==> src/rtl/reg_port_arbiter_pkg.sv <==
// Shared definitions for the register-port arbiter: FSM state encodings,
// access-owner IDs, register-file width defaults and the starvation counter
// saturating-increment helper.
package reg_port_arbiter_pkg;

  localparam int REG_ADDR_W = 8;  // register index width
  localparam int REG_DATA_W = 8;  // register data width
  localparam int STARVE_W   = 4;  // starvation counter width

  typedef enum logic [1:0] {
    ST_IDLE   = 2'd0,
    ST_ACCESS = 2'd1,
    ST_RDWAIT = 2'd2
  } state_e;

  typedef enum logic {
    OWN_I2C = 1'b0,  // m0
    OWN_INT = 1'b1   // m1
  } owner_e;

  function automatic logic [STARVE_W-1:0] starve_inc(input logic [STARVE_W-1:0] v);
    return (&v) ? v : v + 1'b1;
  endfunction

endpackage

==> src/rtl/reg_port_arbiter.sv <==
// Purpose : shares one register-file port between the I2C slave (m0) and an
//           internal requester (m1); m0 has priority, m1 ages in after
//           STARVE_LIMIT lost arbitrations and is blocked while lock is high.
// Latency : gnt + strobes 1 cycle after the IDLE sample; rvalid REG_RD_LAT
//           cycles after gnt; a write occupies the port for 2 cycles.
// Backpr. : requesters hold req until gnt; one access in flight at a time.
// Ports   : clk, rst (async, active high); lock; m0_/m1_ req/we/addr/wdata in,
//           gnt/rvalid out; shared rdata; register port write/read_1/index_1/
//           data_out out and data_in in.
module reg_port_arbiter
  import reg_port_arbiter_pkg::*;
#(
  parameter int ADDR_W       = REG_ADDR_W,
  parameter int DATA_W       = REG_DATA_W,
  parameter int REG_RD_LAT   = 1,
  parameter int STARVE_LIMIT = 15
) (
  input  logic              clk,
  input  logic              rst,
  input  logic              lock,
  input  logic              m0_req,
  input  logic              m0_we,
  input  logic [ADDR_W-1:0] m0_addr,
  input  logic [DATA_W-1:0] m0_wdata,
  output logic              m0_gnt,
  output logic              m0_rvalid,
  input  logic              m1_req,
  input  logic              m1_we,
  input  logic [ADDR_W-1:0] m1_addr,
  input  logic [DATA_W-1:0] m1_wdata,
  output logic              m1_gnt,
  output logic              m1_rvalid,
  output logic [DATA_W-1:0] rdata,
  output logic              write,
  output logic              read_1,
  output logic [ADDR_W-1:0] index_1,
  output logic [DATA_W-1:0] data_out,
  input  logic [DATA_W-1:0] data_in
);

  // RDWAIT lasts REG_RD_LAT-1 cycles; the counter is loaded with the number of
  // cycles remaining after the first one.
  localparam int WAIT_W = $clog2(REG_RD_LAT + 1);
  localparam logic [WAIT_W-1:0] WAIT_LOAD =
    WAIT_W'((REG_RD_LAT >= 2) ? (REG_RD_LAT - 2) : 0);
  localparam logic [STARVE_W-1:0] STARVE_THR = STARVE_W'(STARVE_LIMIT);

  state_e              state_q;
  owner_e              owner_q;
  logic                we_q;
  logic [WAIT_W-1:0]   wait_q;
  logic [STARVE_W-1:0] starve_q, starve_d;

  logic                m0_gnt_q, m1_gnt_q, m0_rvalid_q, m1_rvalid_q;
  logic                write_q, read_q;
  logic [ADDR_W-1:0]   index_q;
  logic [DATA_W-1:0]   dout_q, rdata_q;

  logic                m1_win, m0_win;
  logic                sel_we;
  logic [ADDR_W-1:0]   sel_addr;
  logic [DATA_W-1:0]   sel_wdata;

  // Arbitration is only meaningful in IDLE; outside it both wins are forced
  // low, which also freezes the starvation counter.
  always_comb begin
    m1_win    = (state_q == ST_IDLE) && m1_req && !lock &&
                (!m0_req || (starve_q >= STARVE_THR));
    m0_win    = (state_q == ST_IDLE) && m0_req && !m1_win;
    sel_we    = m1_win ? m1_we    : m0_we;
    sel_addr  = m1_win ? m1_addr  : m0_addr;
    sel_wdata = m1_win ? m1_wdata : m0_wdata;
    starve_d  = starve_q;
    if (m1_win) begin
      starve_d = '0;
    end else if (m0_win && m1_req && !lock) begin
      starve_d = starve_inc(starve_q);
    end
  end

  always_ff @(posedge clk or posedge rst) begin
    if (rst) begin
      state_q     <= ST_IDLE;
      owner_q     <= OWN_I2C;
      we_q        <= 1'b0;
      wait_q      <= '0;
      starve_q    <= '0;
      m0_gnt_q    <= 1'b0;
      m1_gnt_q    <= 1'b0;
      m0_rvalid_q <= 1'b0;
      m1_rvalid_q <= 1'b0;
      write_q     <= 1'b0;
      read_q      <= 1'b0;
      index_q     <= '0;
      dout_q      <= '0;
      rdata_q     <= '0;
    end else begin
      // Grants, strobes and rvalid are single-cycle pulses.
      m0_gnt_q    <= 1'b0;
      m1_gnt_q    <= 1'b0;
      m0_rvalid_q <= 1'b0;
      m1_rvalid_q <= 1'b0;
      write_q     <= 1'b0;
      read_q      <= 1'b0;
      starve_q    <= starve_d;
      case (state_q)
        ST_IDLE: begin
          if (m1_win || m0_win) begin
            owner_q  <= m1_win ? OWN_INT : OWN_I2C;
            we_q     <= sel_we;
            index_q  <= sel_addr;
            dout_q   <= sel_wdata;
            write_q  <= sel_we;
            read_q   <= !sel_we;
            m0_gnt_q <= m0_win;
            m1_gnt_q <= m1_win;
            state_q  <= ST_ACCESS;
          end
        end
        ST_ACCESS: begin
          if (we_q) begin
            state_q <= ST_IDLE;
          end else if (REG_RD_LAT == 1) begin
            // Single-cycle read: data_in is already valid at the end of ACCESS.
            rdata_q     <= data_in;
            m0_rvalid_q <= (owner_q == OWN_I2C);
            m1_rvalid_q <= (owner_q == OWN_INT);
            state_q     <= ST_IDLE;
          end else begin
            wait_q  <= WAIT_LOAD;
            state_q <= ST_RDWAIT;
          end
        end
        ST_RDWAIT: begin
          if (wait_q == '0) begin
            rdata_q     <= data_in;
            m0_rvalid_q <= (owner_q == OWN_I2C);
            m1_rvalid_q <= (owner_q == OWN_INT);
            state_q     <= ST_IDLE;
          end else begin
            wait_q <= wait_q - 1'b1;
          end
        end
        default: state_q <= ST_IDLE;
      endcase
    end
  end

  assign m0_gnt    = m0_gnt_q;
  assign m1_gnt    = m1_gnt_q;
  assign m0_rvalid = m0_rvalid_q;
  assign m1_rvalid = m1_rvalid_q;
  assign write     = write_q;
  assign read_1    = read_q;
  assign index_1   = index_q;
  assign data_out  = dout_q;
  assign rdata     = rdata_q;

endmodule

==> config.mk <==
export PLATFORM = sky130hd
export DESIGN_NAME = reg_port_arbiter
export DESIGN_NICKNAME = d
export VERILOG_FILES = /design/src/rtl/reg_port_arbiter_pkg.sv /design/src/rtl/reg_port_arbiter.sv
export SDC_FILE = /design/constraint.sdc
export NUM_CORES = 1
export LEC_CHECK = 0
export ABC_CLOCK_PERIOD_IN_PS = 3300
export BUFFER_PORTS_ARGS = -buffer_cell sky130_fd_sc_hd__buf_2
export CAP_MARGIN = 25
export CORE_ASPECT_RATIO = 1.2
export CORE_MARGIN = 3
export CORE_UTILIZATION = 49
export DETAILED_ROUTE_END_ITERATION = 7
export MAX_ROUTING_LAYER = met4
export PLACE_DENSITY = 0.87
export SYNTH_ARGS = -nofsm -noshare
export SYNTH_HDL_FRONTEND = slang
export SYNTH_SLANG_ARGS = --single-unit
==> constraint.sdc <==
create_clock -name clk -period 3.3 [get_ports clk]
set_clock_uncertainty 0.1 [all_clocks]
set_input_delay 0.495 -clock clk [delete_from_list [all_inputs] [get_ports clk]]
set_output_delay 0.495 -clock clk [all_outputs]
set_load 0.02 [all_outputs]
Word level (Yosys, flattened, before mapping)
Cells that the tools add are included.
Widths: inputs -> output; s select.
{"block": "totals", "wordCells": 73, "ff_bits": 39, "input_bits": 47, "output_inout_bits": 30}
{"block": "op_classes", "bitwise_logic": 1, "n_eq_ne": 6, "n_lt_le_gt_ge": 1, "n_mux": 28, "reduce_logical": 21, "n_addsub": 2}
{"operator": "$mux 8", "count": 4}
{"operator": "$pmux 8 s2", "count": 1}
{"operator": "$mux 1", "count": 15}
{"operator": "$mux 4", "count": 3}
{"operator": "$logic_and 1x1->1", "count": 7}
{"operator": "$ne 2x2->1 const B", "count": 3}
{"operator": "$reduce_and 2->1", "count": 3}
{"operator": "$add 4x1->4 const B", "count": 1}
{"operator": "$ge 4x4->1 const B", "count": 1}
{"operator": "$logic_not 1->1", "count": 4}
{"operator": "$mux 2", "count": 2}
{"operator": "$pmux 1 s2", "count": 2}
{"operator": "$pmux 2 s2", "count": 1}
{"operator": "$reduce_and 4->1", "count": 1}
{"operator": "$reduce_bool 2->1", "count": 2}
{"operator": "$reduce_and 3->1", "count": 1}
{"operator": "$eq 2x1->1 const B", "count": 1}
{"operator": "$eq 2x2->1 const B", "count": 1}
{"operator": "$logic_not 2->1", "count": 1}
{"operator": "$logic_or 1x1->1", "count": 2}
{"operator": "$ne 2x1->1 const B", "count": 1}
{"operator": "$not 1->1", "count": 1}
{"operator": "$sub 1x1->1 const B", "count": 1}

Longest topological paths before layout
Gate-level depths: netlist of the first run.
{"block": "depth", "ltp_word": 10, "mapped_depth": 5, "depth_no_buf": 4}

Worst setup path after synthesis of the first run
OpenSTA, ideal clock, no wires.
{"block": "synth_timing", "path_type": "input -> register", "from": "input port lock", "to": "register index_q[0] (netlist: index_1[0])", "setup_slack_ns": 1.659, "arrival_time_ns": 1.398, "cell_stages": 5, "cell_sequence": "or3b_1 > buf_2 > a21oi_4 > buf_6 > a222oi_1"}
{"block": "synth_via", "elab_chain_cells": 7, "word_cells_on_any_way": 8}
{"element": "start: declaration", "line_no": "reg_port_arbiter.sv:20", "source": "input logic lock,"}
{"element": "$logic_not 1->1 *", "line_no": "reg_port_arbiter.sv:67", "source": "m1_win = (state_q == ST_IDLE) && m1_req && !lock &&"}
{"element": "$logic_and 1x1->1 * (2 in a row)", "line_no": "reg_port_arbiter.sv:67"}
{"element": "$logic_not 1->1", "line_no": "reg_port_arbiter.sv:69", "source": "m0_win = (state_q == ST_IDLE) && m0_req && !m1_win;"}
{"element": "$logic_and 1x1->1", "line_no": "reg_port_arbiter.sv:69"}
{"element": "$logic_or 1x1->1", "line_no": "reg_port_arbiter.sv:108", "source": "if (m1_win || m0_win) begin"}
{"element": "$reduce_and 2->1 (no line)"}
{"element": "end signal: assignment", "line_no": "reg_port_arbiter.sv:111", "source": "index_q <= sel_addr;"}
{"element": "end: declaration", "line_no": "reg_port_arbiter.sv:56", "source": "logic [ADDR_W-1:0] index_q;"}
Every way passes the cells marked *; elsewhere a longest branch is shown, timed or not.
A chain may end at the register's enable or synchronous reset.

Worst setup path after layout of the first run
{"block": "layout_timing", "from": "register starve_q[0]", "to": "register index_q[6] (netlist: index_1[6])"}
{"block": "layout_via", "elab_chain_cells": 7, "word_cells_on_any_way": 8}
{"element": "start: declaration", "line_no": "reg_port_arbiter.sv:52", "source": "logic [STARVE_W-1:0] starve_q, starve_d;"}
{"element": "start signal: assignment", "line_no": "reg_port_arbiter.sv:105", "source": "starve_q <= starve_d;"}
{"element": "$ge 4x4->1 *", "line_no": "reg_port_arbiter.sv:68", "source": "(!m0_req || (starve_q >= STARVE_THR));"}
{"element": "$logic_or 1x1->1 *", "line_no": "reg_port_arbiter.sv:68"}
{"element": "$logic_and 1x1->1 *", "line_no": "reg_port_arbiter.sv:67"}
{"element": "$logic_not 1->1", "line_no": "reg_port_arbiter.sv:69"}
{"element": "$logic_and 1x1->1", "line_no": "reg_port_arbiter.sv:69"}
{"element": "$logic_or 1x1->1", "line_no": "reg_port_arbiter.sv:108"}
{"element": "$reduce_and 2->1 (no line)"}
Marks and branches as above.

==> results of run 1 <==
-- cells in the mapped netlist --
library cell  instances  share of area
a211oi_1              1         0.0045
a21bo_2               1         0.0060
a21o_1                2         0.0090
a21oi_1               1         0.0030
a21oi_2               1         0.0052
a21oi_4               1         0.0097
a221oi_1              1         0.0052
a222oi_1             16          0.096
a22oi_1               1         0.0045
and2b_1               1         0.0045
and3_1                2         0.0075
and4b_1               1         0.0060
and4bb_2              1         0.0075
buf_2                 4          0.012
buf_6                 1         0.0067
dfrtp_1              37           0.55
ha_1                  1         0.0075
inv_1                53           0.12
mux2_2                8          0.054
nand2_1               6          0.013
nand2b_1              2         0.0075
nand3_1               2         0.0060
nor2_2                1         0.0038
nor2b_1               1         0.0038
nor3_1                2         0.0060
nor3b_1               1         0.0045
o2111ai_1             1         0.0052
o211ai_1              1         0.0045
o21ai_0               4          0.012
o21ai_2               1         0.0052
or3b_1                1         0.0052
-- stage by stage --
stage / cell area (µm²) / setup WS, ps
finish: 2127 / 1298
CTS: 2127 / 1299
global route: 2127 / 1159
floorplan: 1669 / 1659
global placement: 2078 / 1364
detailed placement: 2078 / 1295
-- power by group through the flow --
stage | Clock, mW | Sequential, mW | Combinational, mW
after detailed placement | 0 | 0.606 | 0.376
after global routing | 0.247 | 0.609 | 0.407
after global placement | 0 | 0.604 | 0.366
after floorplan | 0 | 0.700 | 0.141
final | 0.218 | 0.597 | 0.369
after CTS | 0.229 | 0.598 | 0.376
-- flip-flops by register name, indices dropped and copies added, names as in the netlist, 4 cells and up --
| register | cells |
|---|---|
| index_1 | 8 |
| data_out | 8 |
| rdata | 8 |
| starve_q | 4 |
-- final timing paths --
| check | end | start | depth (start not counted) |
|---|---|---|---|
| worst max-delay path | index_1[6] | starve_q[0] | 4 |
| worst max register to register | index_1[6] | starve_q[0] | 4 |
| worst min-delay path | rdata[0] | rst | 2 |
| worst min register to register | m0_rvalid | owner_q | 1 |
| min in group clk | index_1[1] | m1_addr[1] | 3 |
| max in group asynchronous | data_out[3] | rst | 3 |
-- critical path, cell delays in order, from the launching register on --
cell,delay [ps]
dfrtp_1,440
ha_1,270
and3_1,230
a21oi_2,590
a222oi_1,200
-- kinds of logic (layout without fill, tap and decap cells) --
| family | Yosys count | after routing |
|---|---|---|
| buffers and inverters | 58 | 139 |
| adder cells (fa/ha/maj) | 1 | 1 |
| AND/OR/NAND/NOR | 21 | 21 |
| AO/OA/AOI/OAI | 32 | 32 |
| multiplexers | 8 | 8 |
| flip-flops | 37 | 37 |
-- placed cells by master (no fill, tap or decap), drive strengths merged, types with 2 or more instances in the layout --
master / instances
mux2: 8
a21o: 2
and3: 2
o21ai: 5
dfrtp: 37
a222oi: 16
a21oi: 3
nand3: 2
nand2b: 2
buf: 78
nand2: 6
nor3: 2
inv: 53
clkbuf: 8
-- layer usage --
layer / up-vias / track usage / wire length [µm]
li1: 686 / - / -
met1: 646 / 0.2163 / 1412
met2: 71 / 0.3098 / 1695
met3: 4 / 0.06654 / 344
met4: 0 / 0.07053 / 39
met5: - / - / 0
-- cell type report --
cell class / count / area [µm²]
inverters: 53 / 198.9
flip-flops and latches: 37 / 925.9
well taps: 36 / 45.04
fillers: 252 / 1039
repair buffers: 78 / 395.4
multi-input cells: 62 / 513.0
clock buffers: 8 / 48.80
==> summary.md, run 1 <==
| Metric | Value |
|---|---|
| RePlAce Congestion | `~0.84` |
| CP Class | `reg2reg` |
| Power Total | `~1.2 mW` |
| Adder-cell share of the synthesized area | `0.007496` |
| Cell Rows | `22` |
| Flops & latches, synth | `37` |
| Die area | `4146 µm²` |
| Xor and xnor area share after synthesis | `0` |
| DR pass1 iterations | `5` |
| Measured slew at the worst slew-check pin | `between 700 and 800 ps` |
| Hold_buf cts | `0` |
| Sequential area share after synthesis | `0.5547` |
| Worst-path fanout max | `17` |
| Reg clk slew, reported paths | `~100 ps` |
| Leak | `between 1 and 1.5 nW` |
| Vias in the first global route | `1437` |
| Fmax | `~500 MHz` |
| Fin crit share | `0.6068` |
| Sequential power share | `0.504` |
| RSZ-0062 raised after global routing | `false` |
| Final hold slack | `roughly 140 ps` |
| Final TNS setup | `0 ps` |
| I/O Buffers | `between 70 and 80` |
| CP Data Required Time | `3360 ps` |
| Initial antenna violation count | `0` |
| Final-report hold violation count | `0` |
| DR iter-0 viols | `60` |
| Min-delay worst type | `in2async` |
| Worst slew margin | `0.4971` |
| Peak VDD IR | `just under 500 µV` |
| Vias per inst | `approximately 5.1` |
| Root Buffer | `clkbuf_4` |
| CTS tree | `yes` |
| Global-route wire length before repair | `5.968 mm` |
| Die width | `slightly below 60 µm` |
| Post-CTS Resized | `0` |
| Synth cell types | `31` |
| Largest net degree at the start of global routing | `20` |
| DR WL/cell | `12.74 µm` |
| Setup violators final | `0` |
| Placed cells | `~270` |
| Worst Setup Start Kind | `flip-flop` |
| Initial Util | `0.5273` |
| Remaining DRCs | `0` |
| YS warnings | `0` |
| Switch Pwr | `0.3998 mW` |
| Worst EP arrival | `roughly 2100 ps` |
| Routed wire length | `3.491 mm` |
| Share of post-route cells with drive strength above 1 | `0.4076` |
| Avg Synthesized Cell Area | `~11 µm²` |
| Post-Synth Simple-Gate Area | `0.07571` |
| Combinational Power Share | `0.312` |
| Post-CTS setup buffers | `0` |
| Layout Utilization | `0.6719` |
| Synth Instances | `157` |
| DPL Wire Length | `2.765 mm` |
| Ant diodes | `0` |
| R2r setup slk | `roughly 1300 ps` |
| CTS buffer count | `5` |
| Area grow syn2layout | `27.44%` |
| Clock Sink Count | `37` |
| # IOs | `between 70 and 80` |
| Mux cell area share after synthesis | `0.05397` |
| Clock buffer depth | `2` |
| Core Footprint | `3166 µm²` |
| Final cell count without fillers | `between 200 and 300` |
| Cell area power density | `556.9 nW/µm²` |
| Largest family of logic cells by synthesized area | `compound AO/OA/AOI/OAI gates` |
| Max-Cap Viols | `0` |
| Total track usage | `0.1924` |
| Die height | `between 60 and 70 µm` |
| Skew-Pair Late Insertion Delay | `about 330 ps` |
| Switch share | `0.3375` |
| NumNets Final | `between 200 and 300` |
| Cell area after synthesis | `around 1700 µm²` |
| Htree depth | `2` |
| Status | `completed` |
| Syn_nets | `205` |
| Total number of vias | `~1400` |
| Internal power | `around 0.78 mW` |
| CP Capture Type | `flip-flop` |
| Complex-gate fraction of the synthesized area | `0.1702` |
| Clock power share | `0.184` |
| Overflow after GRT | `0` |
| Final min period | `2002 ps` |
| Max Slew Vio Count | `0` |
| Antenna Nets Post-Route | `0` |
No activity file was read; power rests on OpenSTA's default activity.
==> run 2, diff against run 1 <==
--- a/config.mk
+++ b/config.mk
@@ -5,15 +5,16 @@
 export SDC_FILE = /design/constraint.sdc
 export NUM_CORES = 1
 export LEC_CHECK = 0
-export ABC_CLOCK_PERIOD_IN_PS = 3300
+export ABC_AREA = 1
+export ABC_CLOCK_PERIOD_IN_PS = 1970
 export BUFFER_PORTS_ARGS = -buffer_cell sky130_fd_sc_hd__buf_2
 export CAP_MARGIN = 25
 export CORE_ASPECT_RATIO = 1.2
 export CORE_MARGIN = 3
-export CORE_UTILIZATION = 49
+export CORE_UTILIZATION = 47
 export DETAILED_ROUTE_END_ITERATION = 7
 export MAX_ROUTING_LAYER = met4
-export PLACE_DENSITY = 0.87
+export PLACE_DENSITY = 0.83
 export SYNTH_ARGS = -nofsm -noshare
 export SYNTH_HDL_FRONTEND = slang
 export SYNTH_SLANG_ARGS = --single-unit
==> constraint.sdc (replaced) <==
create_clock -name clk -period 1.97 [get_ports clk]
set_clock_uncertainty 0.1 [all_clocks]
set_input_delay 0.2955 -clock clk [delete_from_list [all_inputs] [get_ports clk]]
set_output_delay 0.2955 -clock clk [all_outputs]
set_load 0.02 [all_outputs]
==> run 2 against run 1 <==
Compared with the run above:
- the run now ends with hold timing left
- highest routed layer unchanged
- power rose by 85%
- utilization fell by 4.6 points
- combinational power rose by 79%
- wire length rose by 14%
- register-to-register slack got worse by 900 ps
- worst hold slack got worse by 140 ps
- die area rose by 14%
- sequential power rose by 71%
- cell count rose by 31%
- clock power rose by 130%
- maximum frequency rose by 27%
- critical path depth rose by 3
==> summary.md, run 2 <==
| Metric | Value |
|---|---|
| Status | `finished, violations left` |
| Failing checks | `hold timing` |
| Synth cell types | `21 (-32%)` |
| Htree depth | `2 (unchanged)` |
| Total track usage | `0.1824 (-0.01004)` |
| Worst-path fanout max | `13 (-4)` |
| Final min period | `1576 ps (-426.1 ps)` |
| Peak VDD IR | `512.9 µV (+4.8%)` |
| CTS tree | `yes` |
| Critical path's slowest cell | `dfrtp_1` |
| Antenna Nets Post-Route | `0 (unchanged)` |
| Largest cells by area after synthesis | `dfrtp_1, nand2_1, inv_1` |
| Most common cell after layout, fill and taps aside | `buf_2` |
| Fin crit share | `0.8001 (+0.1934)` |
| Worst slew margin | `0.6660 (+0.1690)` |
| Post-CTS setup buffers | `0 (unchanged)` |
| Met1 usage | `0.2066 (-0.009718)` |
| Final instance area | `2312 µm² (+8.7%)` |
| Reg clk slew, reported paths | `70 ps (-30 ps)` |
| Setup violators final | `0 (unchanged)` |
| Share of the synthesized area in the top cell type | `0.5020 (-0.05269)` |
| Final-report hold violation count | `1 (+1)` |
| CP endpoint | `we_q` |
| Share of post-route cells with drive strength above 1 | `0.3182 (-0.08938)` |
| Stages on the worst setup path | `7 (+3)` |
| Cell Rows | `24 (+9.1%)` |
| Area grow syn2layout | `25.37%` |
| Main synth FF type | `dfrtp_1` |
| Clock power share | `0.231 (+0.047)` |
| RSZ-0062 raised after global routing | `false` |
| Crit path cell chain | `ha_1 > nand3_2 > nand2_2 > buf_4 > nand3_4 > nand3_1 > nand2_1` |
| Combinational Power Share | `0.303 (-0.009)` |
| Biggest area consumer among synthesized cells | `dfrtp_1` |
| Flops & latches, synth | `37 (unchanged)` |
| CP Capture Type | `flip-flop` |
| Max-Cap Viols | `0 (unchanged)` |
| NumNets Final | `355 (+25%)` |
| Buf+Inv Stages, Crit Path | `1 (+1)` |
| Routed wire length | `3.965 mm (+14%)` |
| Largest net degree at the start of global routing | `38 (+90%)` |
| Sequential area share after synthesis | `0.5020 (-0.05269)` |
| R2R cell count | `7 (+3)` |
| Worst EP arrival | `1650 ps (-410 ps)` |
| Worst r2r src | `starve_q[0]` |
| Min setup slack post-route | `393.7 ps (-903.9 ps)` |
| Clock buffer depth | `2 (unchanged)` |
| Max Slew Vio Count | `0 (unchanged)` |
| DR iter-0 viols | `60 (unchanged)` |
| Switch Pwr | `0.7859 mW (+97%)` |
| CP top delay family | `simple AND/OR/NAND/NOR gates` |
| Remaining DRCs | `0 (unchanged)` |
| Internal power | `1.403 mW (+79%)` |
| Ys async rst share | `1.000 (unchanged)` |
| R2r setup slk | `390 ps (-900 ps)` |
| Fmax | `634.4 MHz (+27%)` |
| GRT met2 Usage | `0.3060 (-0.003863)` |
| Avg Synthesized Cell Area | `8.054 µm² (-24%)` |
| Crit. Startpoint | `starve_q[0]` |
| CTS buffer count | `5 (unchanged)` |
| Post-placement worst setup slack | `428.7 ps (-865.9 ps)` |
| Top post-synthesis cells by count | `nand2_1, inv_1, dfrtp_1, nand3_1, o21ai_0` |
| Total number of vias | `1654 (+18%)` |
| # IOs | `77 (unchanged)` |
| Worst Setup Start Kind | `flip-flop` |
| Syn_nets | `277 (+35%)` |
| Root Buffer | `clkbuf_8` |
| Vias per inst | `4.594 (-11%)` |
| Die width | `63.19 µm (+6.6%)` |
| Initial Util | `0.4993 (-0.02795)` |
| CP Class | `reg2reg` |
| Switch share | `0.3590 (+0.02146)` |
| DP Area | `2226 µm² (+7.1%)` |
| Final TNS setup | `0 ps (unchanged)` |
| Initial antenna violation count | `0 (unchanged)` |
| RePlAce Congestion | `0.7852 (-6.9%)` |
| DPL Wire Length | `2.905 mm (+5.1%)` |
| Vias in the first global route | `1507 (+4.9%)` |
| M3 GR Usage | `0.04478 (-0.02177)` |
| Leak | `1.443 nW (+16%)` |
| Global-route wire length before repair | `6.403 mm (+7.3%)` |
| Sequential power share | `0.467 (-0.037)` |
| Min-delay worst type | `in2async` |
| Cell area after synthesis | `1844 µm² (+10%)` |
| Post-CTS Resized | `0 (unchanged)` |
| Die height | `74.62 µm (+6.7%)` |
| Worst path max stage delay | `410 ps (-180 ps)` |
| I/O Buffers | `76 (unchanged)` |
| Final hold slack | `-0.01632 ps (-138.8 ps)` |
| Synth Instances | `229 (+46%)` |
| YS warnings | `0 (unchanged)` |
| Number of flops mapped to enable cells by yosys | `0 (unchanged)` |
| Layout Utilization | `0.6260 (-0.04592)` |
| Cell area power density | `946.9 nW/µm² (+70%)` |
| CP Data Required Time | `2050 ps (-1310 ps)` |
| Count leader, synth | `nand2_1` |
| DR WL/cell | `11.01 µm (-14%)` |
| Skew-Pair Late Insertion Delay | `280 ps (-50 ps)` |
| Overflow after GRT | `0 (unchanged)` |
| Reg2reg end | `we_q` |
| Measured slew at the worst slew-check pin | `501.0 ps (-253.4 ps)` |
| Core Footprint | `3694 µm² (+17%)` |
| DR pass1 iterations | `4 (-1)` |
| Die area | `4715 µm² (+14%)` |
| Hold_buf cts | `0 (unchanged)` |
| Ant diodes | `0 (unchanged)` |
| Clock Sink Count | `37 (unchanged)` |
| Busiest layer in global routing | `met2` |
| Commonest cells after routing, fill and taps aside | `buf_2, nand2_1, inv_1` |
[run 2: changes by cell type in the layout (fill, tap and decap cells not counted), sizes merged, moves of 3 or more]
cell | previous run | this run
clkbuf | 8 | 5
nor2 | 1 | 6
mux2 | 8 | 0
o21ai | 5 | 10
buf | 78 | 81
nand3 | 2 | 36
a222oi | 16 | 0
nand2 | 6 | 70
[run 2: cells by family (layout without fill, tap and decap cells)]
logic type               Yosys count  after routing  synth area share
buffers and inverters             61            140            0.1588
adder cells (fa/ha/maj)            1              1          0.006783
AND/OR/NAND/NOR                  116            116            0.2924
flip-flops                        37             37            0.5020
AO/OA/AOI/OAI                     14             14           0.04003
[run 2: power groups by stage]
stage / combinational [mW] / sequential [mW] / clock, mW
3_5_place_dp: 0.667 / 1.03 / 0
6_report: 0.662 / 1.02 / 0.505
4_1_cts: 0.670 / 1.02 / 0.521
2_1_floorplan: 0.285 / 1.19 / 0
3_3_place_gp: 0.651 / 1.03 / 0
5_1_grt: 0.738 / 1.04 / 0.554
[run 2: cell type report]
cell class / instances / area (µm²)
Fill cell: 340 / 1381
Sequential cell: 37 / 925.9
Multi-Input combinational cell: 131 / 625.6
Timing Repair Buffer: 81 / 417.9
Inverter: 51 / 191.4
Clock buffer: 5 / 68.82
Tap cell: 52 / 65.06
Clock inverter: 3 / 17.52
[run 2: worst min-delay path by stage]
stage,startpoint,end,slack (ps),cells after the start
2_1_floorplan,owner_q,m0_rvalid,300,1
3_3_place_gp,owner_q,m0_rvalid,310,1
3_5_place_dp,owner_q,m0_rvalid,310,1
4_1_cts,rst,rdata[0],10,3
5_1_grt,rst,rdata[0],40,3
6_report,rst,rdata[0],-0.02,3
[run 2: through the flow]
stage | power, mW | hold WS [ps] | std cells
after detailed placement | 1.699 | 311.0 | 352
after CTS | 2.211 | 13.61 | 360
after floorplan | 1.480 | 301.2 | 229
after global routing | 2.333 | 35.64 | 360
after global placement | 1.682 | 307.5 | 352
final | 2.189 | -0.01632 | 360
[run 2: worst reg2reg max path, delay by kind of cell, from the launching register on]
kind                       cells  cell delay [ps]
buffers and inverters          1              240
and+or+nand+nor                5              510
adders and majority gates      1              220
DFF                            1              410
[run 2: layer usage]
metal	share of wire	vias to the layer above
met3	0.065	4
met1	0.41	750
li1	-	840
met2	0.51	60
met5	0	-
met4	0.015	0
==> run 3, diff against run 2 <==
--- a/config.mk
+++ b/config.mk
@@ -6,15 +6,15 @@
 export NUM_CORES = 1
 export LEC_CHECK = 0
 export ABC_AREA = 1
-export ABC_CLOCK_PERIOD_IN_PS = 1970
+export ABC_CLOCK_PERIOD_IN_PS = 1400
 export BUFFER_PORTS_ARGS = -buffer_cell sky130_fd_sc_hd__buf_2
 export CAP_MARGIN = 25
 export CORE_ASPECT_RATIO = 1.2
 export CORE_MARGIN = 3
-export CORE_UTILIZATION = 47
+export CORE_UTILIZATION = 43
 export DETAILED_ROUTE_END_ITERATION = 7
 export MAX_ROUTING_LAYER = met4
-export PLACE_DENSITY = 0.83
+export PLACE_DENSITY = 0.8
 export SYNTH_ARGS = -nofsm -noshare
 export SYNTH_HDL_FRONTEND = slang
 export SYNTH_SLANG_ARGS = --single-unit
==> constraint.sdc (replaced) <==
create_clock -name clk -period 1.4 [get_ports clk]
set_clock_uncertainty 0.1 [all_clocks]
set_input_delay 0.21 -clock clk [delete_from_list [all_inputs] [get_ports clk]]
set_output_delay 0.21 -clock clk [all_outputs]
set_load 0.02 [all_outputs]
==> run 3 against run 2 <==
Compared with the run above:
- the run ends with setup timing left
- non-clock buffer count increased by 14
- critical path type unchanged
- sequential cell count unchanged
- worst hold slack improved by 66 ps
- maximum frequency increased by 4.2%
- wire length increased by 30%
- power increased by 71%
- clock power increased by 120%
- via count increased by 7.9%
- largest power group unchanged
- global-route usage about the same
- die area increased by 8.5%
- largest cell class unchanged
- critical endpoint is now index_1[6]
- critical path depth unchanged
==> summary.md, run 3 (same netlist as run 2, synthesis figures left out) <==
| Metric | Value |
|---|---|
| CP Class | `reg2reg` |
| Area of the multi-input gates | `784.5 µm² (+25%)` |
| CTS tree | `yes` |
| Final min period | `1512 ps (-63.82 ps)` |
| Skew-Pair Late Insertion Delay | `290 ps (about the same)` |
| Reg clk slew, reported paths | `80 ps (about the same)` |
| Worst slew margin | `0.6766 (+0.01060)` |
| Area grow syn2layout | `47.96%` |
| Min setup slack post-route | `-112.5 ps (-506.2 ps)` |
| CP Data Required Time | `1480 ps (-570 ps)` |
| R2R cell count | `7 (unchanged)` |
| Reg2reg end | `index_1[6]` |
| Leak | `1.593 nW (+10%)` |
| Largest net degree at the start of global routing | `38 (unchanged)` |
| Ant diodes | `0 (unchanged)` |
| Max-Cap Viols | `0 (unchanged)` |
| Failing checks | `setup timing` |
| Htree depth | `2 (unchanged)` |
| Measured slew at the worst slew-check pin | `485.1 ps (-15.91 ps)` |
| DR WL/cell | `13.64 µm (+24%)` |
| Clock buffer depth | `2 (unchanged)` |
| CTS buffer count | `5 (unchanged)` |
| Global-route wire length before repair | `7.086 mm (+11%)` |
| # IOs | `77 (unchanged)` |
| Remaining DRCs | `0 (unchanged)` |
| Status | `finished, violations left` |
| Fin crit share | `1.080 (+0.2802)` |
| Worst Setup Start Kind | `flip-flop` |
| Final-report hold violation count | `0 (-1)` |
| Worst-path fanout max | `8 (-5)` |
| Register area | `925.9 µm² (unchanged)` |
| I/O Buffers | `76 (unchanged)` |
| Initial Util | `0.4571 (-0.04227)` |
| Die area | `5114 µm² (+8.5%)` |
| Overflow after GRT | `0 (unchanged)` |
| Setup violators final | `18 (+18)` |
| DPL Wire Length | `3.018 mm (+3.9%)` |
| NumNets Final | `370 (+4.2%)` |
| Root Buffer | `clkbuf_8` |
| Most common cell after layout, fill and taps aside | `buf_2` |
| Crit. Startpoint | `starve_q[1]` |
| Final hold slack | `66.27 ps (+66.28 ps)` |
| Vias per inst | `4.735 (+3.1%)` |
| Worst r2r src | `starve_q[1]` |
| Peak VDD IR | `805.5 µV (+57%)` |
| Cell area power density | `1374 nW/µm² (+45%)` |
| Initial antenna violation count | `0 (unchanged)` |
| Worst EP arrival | `1600 ps (-50 ps)` |
| Commonest cells after routing, fill and taps aside | `buf_2, nand2_1, inv_1` |
| Die width | `65.79 µm (+4.1%)` |
| Total track usage | `0.1824 (about the same)` |
| Core Footprint | `4035 µm² (+9.2%)` |
| Max Slew Vio Count | `0 (unchanged)` |
| Vias in the first global route | `1667 (+11%)` |
| Fillers | `310 (-8.8%)` |
| Routed wire length | `5.141 mm (+30%)` |
| DR iter-0 viols | `87 (+45%)` |
| Min-delay worst type | `in2reg` |
| Power Total | `3.750 mW (+71%)` |
| Fmax | `661.2 MHz (+4.2%)` |
| Die height | `77.74 µm (+4.2%)` |
| Cell Rows | `25 (+4.2%)` |
| CP endpoint | `index_1[6]` |
| CP Capture Type | `flip-flop` |
| DR pass1 iterations | `4 (unchanged)` |
| Share of post-route cells with drive strength above 1 | `0.4211 (+0.1029)` |
| R2r setup slk | `-110 ps (-510 ps)` |
| Antenna Nets Post-Route | `0 (unchanged)` |
| RePlAce Congestion | `0.7919 (+0.85%)` |
| Total number of vias | `1785 (+7.9%)` |
| Clock Sink Count | `37 (unchanged)` |
| RSZ-0062 raised after global routing | `true` |
## run 3: cell count changes in the layout (fill, tap and decap cells not counted), sizes merged
cell         change
nand2            +1
buf             +10
bufinv           +2
clkinvlp         -1
dlygate4sd3      +1
clkinv           -2
clkbuf           +3
inv              +1
## run 3: per-layer routing
layer  global-route usage  up-vias  part of all wire  wire (µm)
li1                     -      873                 -          -
met1               0.1981      840              0.39       2011
met2               0.3250       67              0.54       2779
met3              0.03329        5             0.056        289
met4              0.06639        0             0.011         59
met5                    -        -                 0          0
## run 3: worst min-delay path by stage
stage / cells past startpoint / end / slack [ps] / from
floorplan: 2 / rdata[0] / 250 / data_in[0]
global placement: 3 / read_1 / 240 / rst
detailed placement: 3 / write / 240 / rst
CTS: 3 / rdata[4] / 70 / data_in[4]
global route: 3 / rdata[7] / 60 / data_in[7]
finish: 3 / rdata[4] / 70 / data_in[4]
## run 3: power breakdown
group	switching (mW)	internal (mW)	total [mW]	leakage, nW
registers	0.140	1.30	1.44	0.463
logic	0.710	0.472	1.18	1.06
clock network	0.410	0.717	1.13	0.0687
total	1.26	2.49	3.75	1.59
## run 3: layout make-up
cell class / count / share of cell area
sequential: 37 / 0.3393
timing repair buffer: 95 / 0.2270
inverter: 51 / 0.07107
tap: 54 / 0.02476
clock inverter: 3 / 0.02522
multi-input combinational: 132 / 0.2875
clock buffer: 5 / 0.02522
## run 3: critical path, cell delays in order (launching register included)
cell and delay, ps:
dfrtp_1 380, ha_2 240, nand3_4 110, nand2_8 150, clkbuf_16 180, nand3_1 80, nand3_1 100, nand2_1 60
## run 3: repair_timing
item | 4_1_cts | 5_1_grt
setup buffers | 1 | 3
gates cloned | 1 | 3
hold buffers | 1 | 0
pin swaps | 3 | 24
endpoints found under the setup margin | 20 | 24
hold endpoints to repair | 37 | 0
gates resized for setup | 7 | 31
## run 3: metrics by stage
step / utilization / setup slack, ps / setup TNS (ps) / instance area, µm² / std cells
final: 0.6763 / -112.5 / -511.4 / 2729 / 377
after global routing: 0.6763 / -175.1 / -1754 / 2729 / 377
after CTS: 0.6186 / -7.426 / -7.426 / 2496 / 371
after detailed placement: 0.5665 / -38.54 / -310.7 / 2286 / 360
after global placement: 0.5665 / 9.629 / 0 / 2286 / 360
after floorplan: - / 1.766 / 0 / 1844 / 229
